**config.mk**
```make
export PLATFORM = sky130hd
export DESIGN_NAME = cla_pipe_addsub
export DESIGN_NICKNAME = d
export VERILOG_FILES = /design/src/rtl/cla_pipe_addsub.sv
export SDC_FILE = /design/constraint.sdc
export NUM_CORES = 1
export LEC_CHECK = 0
export CORE_MARGIN = 10
export CORE_UTILIZATION = 56
export DETAILED_ROUTE_END_ITERATION = 12
export GPL_TIMING_DRIVEN = 1
export PLACE_DENSITY = 0.94
export SYNTH_ARGS = -nofsm -noshare
export SYNTH_HDL_FRONTEND = slang
export SYNTH_SLANG_ARGS = --single-unit
```
**constraint.sdc**
```tcl
create_clock -name clk -period 6.3 [get_ports clk]
set_clock_uncertainty 0.15 [all_clocks]
set_input_delay 0.945 -clock clk [delete_from_list [all_inputs] [get_ports clk]]
set_output_delay 0.945 -clock clk [all_outputs]
set_load 0.005 [all_outputs]
```
**src/rtl/cla_pipe_addsub.sv**
```systemverilog
// Two-stage pipelined carry-lookahead adder/subtractor with valid/ready.
// Optional signed saturation compiled in with CLA_SAT_EN.
module cla_pipe_addsub #(
  parameter int WIDTH = 16
) (
  input  logic             clk,
  input  logic             rst,
  input  logic             in_valid,
  output logic             in_ready,
  input  logic [WIDTH-1:0] a,
  input  logic [WIDTH-1:0] b,
  input  logic             cin,
  input  logic             sub,
  input  logic             sat,
  output logic             out_valid,
  input  logic             out_ready,
  output logic [WIDTH-1:0] sum,
  output logic             cout,
  output logic             ovf,
  output logic             zero
);

  localparam int NG = WIDTH / 4;

  logic             r_v1;
  logic             r_v2;
  logic [WIDTH-1:0] r_p;
  logic [WIDTH-1:0] r_g;
  logic [NG-1:0]    r_gp;
  logic [NG-1:0]    r_gg;
  logic             r_c0;

  logic             w_s1_load;
  logic             w_s2_load;
  logic [WIDTH-1:0] w_beff;
  logic [WIDTH-1:0] w_p;
  logic [WIDTH-1:0] w_g;
  logic [NG-1:0]    w_gp;
  logic [NG-1:0]    w_gg;
  logic [NG:0]      w_gc;
  logic [WIDTH-1:0] w_c;
  logic [WIDTH-1:0] w_raw;
  logic [WIDTH-1:0] w_res;
  logic             w_cout;
  logic             w_ovf;

  assign in_ready  = !r_v1 || !r_v2 || out_ready;
  assign w_s1_load = in_valid && in_ready;
  assign w_s2_load = r_v1 && (!r_v2 || out_ready);
  assign out_valid = r_v2;

  assign w_beff = b ^ {WIDTH{sub}};
  assign w_p    = a ^ w_beff;
  assign w_g    = a & w_beff;

  always_comb begin
    w_gp = '0;
    w_gg = '0;
    for (int k = 0; k < NG; k++) begin
      w_gp[k] = &w_p[4*k +: 4];
      w_gg[k] = w_g[4*k+3]
              | (w_p[4*k+3] & w_g[4*k+2])
              | (w_p[4*k+3] & w_p[4*k+2] & w_g[4*k+1])
              | (w_p[4*k+3] & w_p[4*k+2] & w_p[4*k+1]
                 & w_g[4*k]);
    end
  end

`ifdef CLA_SAT_EN
  logic r_sat;
  logic r_amsb;

  always_ff @(posedge clk or posedge rst) begin
    if (rst) begin
      r_sat  <= 1'b0;
      r_amsb <= 1'b0;
    end else if (w_s1_load) begin
      r_sat  <= sat;
      r_amsb <= a[WIDTH-1];
    end
  end
`else
  logic w_unused_sat;
  assign w_unused_sat = sat;
`endif

  always_ff @(posedge clk or posedge rst) begin
    if (rst) begin
      r_v1 <= 1'b0;
      r_p  <= '0;
      r_g  <= '0;
      r_gp <= '0;
      r_gg <= '0;
      r_c0 <= 1'b0;
    end else begin
      if (w_s1_load) begin
        r_v1 <= 1'b1;
        r_p  <= w_p;
        r_g  <= w_g;
        r_gp <= w_gp;
        r_gg <= w_gg;
        r_c0 <= cin ^ sub;
      end else if (w_s2_load) begin
        r_v1 <= 1'b0;
      end
    end
  end

  // Each group carry is a flat sum of products over all lower groups.
  always_comb begin : s2_gc
    logic t;
    t    = 1'b0;
    w_gc = '0;
    w_gc[0] = r_c0;
    for (int k = 1; k <= NG; k++) begin
      t = r_c0;
      for (int m = 0; m < k; m++)
        t = t & r_gp[m];
      w_gc[k] = t;
      for (int j = 0; j < k; j++) begin
        t = r_gg[j];
        for (int m = j + 1; m < k; m++)
          t = t & r_gp[m];
        w_gc[k] = w_gc[k] | t;
      end
    end
  end

  always_comb begin
    w_c = '0;
    for (int k = 0; k < NG; k++) begin
      w_c[4*k] = w_gc[k];
      for (int i = 1; i < 4; i++)
        w_c[4*k+i] = r_g[4*k+i-1]
                   | (r_p[4*k+i-1] & w_c[4*k+i-1]);
    end
  end

  assign w_raw  = r_p ^ w_c;
  assign w_cout = w_gc[NG];
  assign w_ovf  = w_c[WIDTH-1] ^ w_gc[NG];

`ifdef CLA_SAT_EN
  always_comb begin
    w_res = w_raw;
    if (r_sat && w_ovf)
      w_res = r_amsb ? {1'b1, {(WIDTH-1){1'b0}}}
                     : {1'b0, {(WIDTH-1){1'b1}}};
  end
`else
  assign w_res = w_raw;
`endif

  always_ff @(posedge clk or posedge rst) begin
    if (rst) begin
      r_v2 <= 1'b0;
      sum  <= '0;
      cout <= 1'b0;
      ovf  <= 1'b0;
      zero <= 1'b0;
    end else begin
      if (w_s2_load) begin
        r_v2 <= 1'b1;
        sum  <= w_res;
        cout <= w_cout;
        ovf  <= w_ovf;
        zero <= ~|w_res;
      end else if (out_ready) begin
        r_v2 <= 1'b0;
      end
    end
  end

endmodule

```
==> summary.md, run 1 <==
| Metric | Value |
|---|---|
| Outcome | finished, final reports clean |
| Largest fanout on the critical path | 3 |
| H-tree depth | 3 |
| Synth Instances | approximately 240 |
| I/O pins | 60 |
| Reg-to-reg endpoint | zero$_DFFE_PP0P_ |
| Synth Flop Type | dfrtp_1 |
| CP most frequent cell | clkdlybuf4s50_1 |
| CP endpoint | in_ready |
| CTS tree | built |
| Clk Latency, worst-skew pair | 350 ps |
| Worst endpoint required time | 5200 ps |
| Family with the most delay on the worst path | buffers and inverters |
| Met2 wire length | just under 4000 um |
| Critical path origin | out_ready |
| Routed via count | 2091 |
| Peak Freq | around 310 MHz |
| CTS max path bufs | 2 |
| First DRT Iteration DRCs | 80 |
| Critical Path End Type | output port |
| Gpl congestion | around 0.76 |
| Buffers on Ports | 58 |
| Tightest Pin Transition | 708 ps |
| Routed Antenna Nets | 0 |
| Post-Syn Area | ~3100 um2 |
| Critical path depth in cells | 3 |
| Die Y-Extent | between 90 and 100 um |
| DRC errors left | 0 |
| Post-CTS Setup Inserts | 0 |
| Clock transition at the registers of the reported paths | around 70 ps |
| Power per cell area | 350 nW/um2 |
| TritonCTS buffer count | 9 |
| Total power | approximately 1.4 mW |
| Worst vdd ir | 209 uV |
| Ys async rst share | 100% |
| Max incr delay on CP | ~520 ps |
| Die area | roughly 9000 um2 |
| Number of register bits inferred by synthesis | between 50 and 60 |
| Synth warnings | 0 |
| Fraction of layout cells with a size suffix above 1 | between 20% and 30% |
| Post-CTS sizing | 0 |
| CTS Hold Buffers Added | 0 |
| Register area | 1450 um2 |
| Max Cap Viol | 0 |
| Leakage power | about 1.9 nW |
| # placed instances | 361 |
| DP HPWL | 5420 um |
| Avg Cell Area, Syn | 13.2 um2 |
| WS Path Type | input port to output port |
| Routed wire length | 7240 um |
| FF-to-FF setup slack | 3200 ps |
| Non-Filler Instances | between 300 and 400 |
| CTS Sinks | just under 60 |
| WL per Instance | 19.2 um |
| Antenna cells | 0 |
| Pins Over Slew Limit | 0 |
| Worst hold path class | register to register |
| Hold WS | 330 ps |
| Core Util, Final | 71.9% |
| Tot GR Track Use | 17.0% |
| Worst r2r path cells | 10 |
| Multi-input combinational cell area | 1570 um2 |
| Highest metal used | met4 |
| Pin count of the biggest net entering global routing | 59 |
| Site Rows | 27 |
| Core ar. | about 5400 um2 |
| Unique cell type count in the Yosys netlist | 33 |
| WP buf/inv | 2 |
| Routed wl met3 | 354 um |
| Initial antenna violation count | 0 |
| Worst-path cell chain | clkdlybuf4s50_1, nand3b_4, clkdlybuf4s50_1 |
| Horiz. Die Dim | 94.6 um |
| P&R area growth vs syn | 25.5% |
| Vias in the first global route | between 2k and 2.5k |
| DRT Pass-1 Iters | 4 |
| CP arrival | approximately 2100 ps |
| Setup Viol. Count Final | 0 |
| Final Net Count | 367 |
| Fin crit period | 3190 ps |
| Met1 Wirelength | ~2700 um |
| Global-route wire length before repair | 11500 um |
| CP Launch Type | input port |
| Setup tns final | 0 ps |
| Fill cells | between 300 and 400 |
| Final period util | 50.7% |
| Final Hold Vio Count | 0 |
| Initial Util | 57.3% |
| Relative slew slack | 52.8% |
| Vias/cell | roughly 5.5 |
| Post-synth EDFFs | 0 |
| Root Driver | clkbuf_8 |
| CP max stage cell | clkdlybuf4s50_1 |
| GRT overflow | 0 |
| RSZ-0062 raised after global routing | no |
| Syn_nets | 304 |
| R2R Path Start | r_c0$_DFFE_PP0P_ |
| Register area share after synthesis | between 40% and 50% |
metal layers:
layer / track usage, % / up-vias
met5: 0 / -
met4: 10.2 / 0
met3: 5.08 / 23
met2: 31.1 / 60
met1: 16.5 / 1040
li1: - / 968
cells by family (layout without fill, tap and decap cells):
| group | after synthesis | in the layout | share of synthesized area [%] |
|---|---|---|---|
| AND/OR/NAND/NOR | 46 | 46 | 8.79 |
| buffers and inverters | 9 | 77 | 2.93 |
| XOR/XNOR | 21 | 21 | 5.90 |
| flip-flops | 58 | 58 | 46.6 |
| adder cells (fa/ha/maj) | 28 | 28 | 11.2 |
| multiplexers | 41 | 41 | 17.9 |
| AO/OA/AOI/OAI | 34 | 34 | 6.66 |
cell usage in the layout (no fill, tap or decap), types with 2 or more instances in the layout:
cell / instances
mux2_1: 2
mux2_4: 26
buf_4: 2
nor2_1: 3
o21ai_0: 14
mux2_2: 12
nand2_1: 16
xor2_1: 20
nor4_1: 3
clkbuf_1: 3
dfrtp_1: 58
a21oi_1: 6
clkdlybuf4s50_1: 58
ha_1: 28
a21o_1: 11
clkbuf_8: 11
nand2b_1: 2
or2_2: 8
nand4_1: 6
power by group:
| group | switching, mW | internal, mW | leakage (nW) | total (mW) |
|---|---|---|---|---|
| sequential | 0.0724 | 0.475 | 0.709 | 0.548 |
| clock | 0.143 | 0.204 | 0.101 | 0.347 |
| combinational | 0.188 | 0.288 | 1.07 | 0.476 |
| total | 0.404 | 0.967 | 1.88 | 1.37 |
worst min path at each step:
stage                        startpoint             endpoint  slack, ps  cells past startpoint
floorplan           r_gp[0]$_DFFE_PP0P_  r_gp[0]$_DFFE_PP0P_        300                      2
global route           zero$_DFFE_PP0P_     zero$_DFFE_PP0P_        370                      2
CTS                    zero$_DFFE_PP0P_     zero$_DFFE_PP0P_        330                      2
detailed placement     zero$_DFFE_PP0P_     zero$_DFFE_PP0P_        320                      2
finish                 zero$_DFFE_PP0P_     zero$_DFFE_PP0P_        330                      2
global placement       zero$_DFFE_PP0P_     zero$_DFFE_PP0P_        310                      2
worst min-delay path, stage by stage (launching register included):
cell	delay, ps
dfrtp_1	340
nand2_1	50
o31ai_1	50
cells in the mapped netlist (2+ instances only):
cell | n | area share, %
xor2_1 | 20 | 5.6
nand2b_1 | 2 | 0.40
buf_12 | 2 | 1.3
nor4_1 | 3 | 0.60
o21ai_0 | 14 | 2.2
ha_1 | 28 | 11
mux2_2 | 12 | 4.3
mux2_4 | 26 | 13
buf_2 | 2 | 0.32
mux2_1 | 2 | 0.72
a21o_1 | 11 | 2.6
nor2_1 | 3 | 0.36
dfrtp_1 | 58 | 47
or2_2 | 8 | 1.6
a21oi_1 | 6 | 0.96
buf_4 | 2 | 0.48
nand4_1 | 6 | 1.2
nand2_1 | 16 | 1.9
buf_6 | 2 | 0.72
stage by stage:
step / instance area [um2] / worst slack [ps]
global route: 3910 / 3060
finish: 3910 / 3110
floorplan: 3120 / 3530
detailed placement: 3710 / 3100
CTS: 3910 / 3100
global placement: 3710 / 3110
registers in the layout (all words and copies together), names as in the netlist:
name       cells
r_gg           4
r_gp           4
r_g           12
r_c0           1
r_p           16
out_valid      1
zero           1
ovf            1
r_v1           1
sum           16
cout           1
layout make-up:
type | count | area share [%]
tap | 72 | 2.30
sequential | 58 | 37.1
inverter | 1 | 0.0959
timing repair buffer | 60 | 15.2
multi-input combinational | 170 | 40.2
clock inverter | 2 | 0.895
clock buffer | 14 | 4.16
No activity file was read; power rests on OpenSTA's default activity.
==> run 2, diff against run 1 <==
--- a/config.mk
+++ b/config.mk
@@ -6,10 +6,10 @@
 export NUM_CORES = 1
 export LEC_CHECK = 0
 export CORE_MARGIN = 10
-export CORE_UTILIZATION = 56
+export CORE_UTILIZATION = 47
 export DETAILED_ROUTE_END_ITERATION = 12
 export GPL_TIMING_DRIVEN = 1
-export PLACE_DENSITY = 0.94
+export PLACE_DENSITY = 0.85
 export SYNTH_ARGS = -nofsm -noshare
 export SYNTH_HDL_FRONTEND = slang
 export SYNTH_SLANG_ARGS = --single-unit
==> constraint.sdc (replaced) <==
create_clock -name clk -period 2.9 [get_ports clk]
set_clock_uncertainty 0.15 [all_clocks]
set_input_delay 0.435 -clock clk [delete_from_list [all_inputs] [get_ports clk]]
set_output_delay 0.435 -clock clk [all_outputs]
set_load 0.005 [all_outputs]
==> summary.md, run 2 (same netlist as run 1, synthesis figures left out) <==
| Metric | Value |
|---|---|
| Outcome | finished, final reports clean |
| Finished Cell Area | 4020 um2 |
| Clk Latency, worst-skew pair | 350 ps |
| Worst-path cell chain | a21o_1, a21o_1, ha_1, or2_2, ha_1, or2_2, ha_1, nor2_2, xor2_2, nand4_1, o31ai_1 |
| Routed via count | 2059 |
| Core ar. | between 6000 and 7000 um2 |
| H-tree depth | 3 |
| CTS max path bufs | 2 |
| Commonest non-fill, non-tap cells in the layout | dfrtp_1, clkdlybuf4s50_1, ha_1 |
| Site Rows | 29 |
| Die area | 10300 um2 |
| Family with the most delay on the worst path | simple AND/OR/NAND/NOR gates |
| Buffers on Ports | 58 |
| Root Driver | clkbuf_8 |
| DP HPWL | roughly 5400 um |
| Global-route wire length before repair | 11300 um |
| Gpl congestion | 0.798 |
| Tot GR Track Use | between 10% and 20% |
| Routed wire length | ~7000 um |
| Vias in the first global route | around 2.2k |
| Worst endpoint required time | 3000 ps |
| Leakage power | around 1.9 nW |
| Placement Setup Slack | -40.0 ps |
| Setup Viol. Count Final | 0 |
| Peak Freq | 353 MHz |
| Critical path depth in cells | 11 |
| GRT overflow | 0 |
| Worst r2r path cells | 11 |
| CP most frequent cell | ha_1 |
| Vias/cell | 5.29 |
| Antenna cells | 0 |
| Tightest Pin Transition | 553 ps |
| Power per cell area | 740 nW/um2 |
| Initial Util | 48.8% |
| Worst hold path class | input port to asynchronous set/reset pin |
| Pins Over Slew Limit | 0 |
| Registers with the most flip-flops | r_p: 16 flops, sum: 16 flops, r_g: 12 flops |
| Fill cells | ~470 |
| Max incr delay on CP | between 300 and 400 ps |
| CP Launch Type | register |
| Met3 GRT Util | 3.81% |
| CTS Hold Buffers Added | 0 |
| Pin count of the biggest net entering global routing | 47 |
| Final Hold Vio Count | 0 |
| DRC errors left | 0 |
| CTS Sinks | between 50 and 60 |
| Final period util | between 90% and 100% |
| Worst vdd ir | between 400 and 500 uV |
| Fin crit period | approximately 2800 ps |
| CP arrival | 2940 ps |
| Clock transition at the registers of the reported paths | 70 ps |
| Relative slew slack | 63.0% |
| P&R area growth vs syn | 28.9% |
| GRT busiest layer | met2 |
| WS Path Type | register to register |
| WL per Instance | 18.1 um |
| Final WS setup | 64.8 ps |
| Die Y-Extent | 101 um |
| Met2 Use GR | 23.3% |
| Post-place instance area | 3760 um2 |
| DRT Pass-1 Iters | 4 |
| Critical Path End Type | register |
| TritonCTS buffer count | 9 |
| First DRT Iteration DRCs | 112 |
| RSZ-0062 raised after global routing | yes |
| Fraction of layout cells with a size suffix above 1 | between 20% and 30% |
| CTS tree | built |
| Core Util, Final | between 60 and 70% |
| GR Layer Usage met1 | 16.3% |
| Routed Antenna Nets | 0 |
| Final Net Count | roughly 370 |
| Max Cap Viol | 0 |
| WP buf/inv | 0 |
| I/O pins | 60 |
| Initial antenna violation count | 0 |
| Horiz. Die Dim | 101 um |
| Largest fanout on the critical path | 3 |
| CP max stage cell | dfrtp_1 |
## run 2: metrics by stage
step / hold slack [ps] / total power [mW] / setup TNS (ps) / cells
2_1_floorplan: 300 / 1.72 / 0 / 237
3_3_place_gp: 312 / 2.17 / 0 / 369
3_5_place_dp: 329 / 2.23 / -69.6 / 369
4_1_cts: 267 / 2.94 / 0 / 386
5_1_grt: 310 / 3.15 / -49.6 / 389
6_report: 261 / 2.98 / 0 / 389
## run 2: area by class of cell
| type | instances | area (um2) | share of cell area (%) |
|---|---|---|---|
| clock buffers | 14 | 173 | 4.30 |
| clock inverters | 2 | 10.0 | 0.249 |
| inverters | 1 | 3.75 | 0.0934 |
| multi-input cells | 170 | 1620 | 40.4 |
| flip-flops and latches | 58 | 1450 | 36.1 |
| well taps | 77 | 96.3 | 2.40 |
| repair buffers | 67 | 661 | 16.4 |
## run 2: repair_timing
| action | 4_1_cts | 5_1_grt |
|---|---|---|
| setup buffers | 1 | 3 |
| endpoints found under the setup margin | 2 | 2 |
| resized for setup | 2 | 7 |
| pin swaps | 1 | 6 |
## run 2: final timing paths
check	start	end	slack (ps)
hold reg to reg	sum[11]$_DFFE_PP0P_	sum[11]$_DFFE_PP0P_	340
max in group asynchronous	rst	r_g[5]$_DFFE_PP0P_	1700
setup / recovery	r_c0$_DFFE_PP0P_	zero$_DFFE_PP0P_	60
setup reg to reg	r_c0$_DFFE_PP0P_	zero$_DFFE_PP0P_	60
hold / removal	rst	r_v1$_DFFE_PP0P_	260
min in group clk	sum[11]$_DFFE_PP0P_	sum[11]$_DFFE_PP0P_	340
## run 2: worst reg2reg max path: stages, from the launching register on
cell and delay [ps]:
dfrtp_1 380, a21o_1 220, a21o_1 190, ha_1 180, or2_2 280, ha_1 180
or2_2 280, ha_1 200, nor2_2 130, xor2_2 190, nand4_1 110, o31ai_1 240
## run 2: power by group
part | internal (mW) | switching, mW
Sequential | 1.03 | 0.159
Combinational | 0.676 | 0.416
Clock | 0.378 | 0.315
Total | 2.09 | 0.889
## run 2: routing by layer
| layer | up-vias | share of wire [%] |
|---|---|---|
| met3 | 15 | 3.8 |
| li1 | 989 | - |
| met4 | 0 | 2.6 |
| met5 | - | 0 |
| met2 | 42 | 52 |
| met1 | 1013 | 42 |
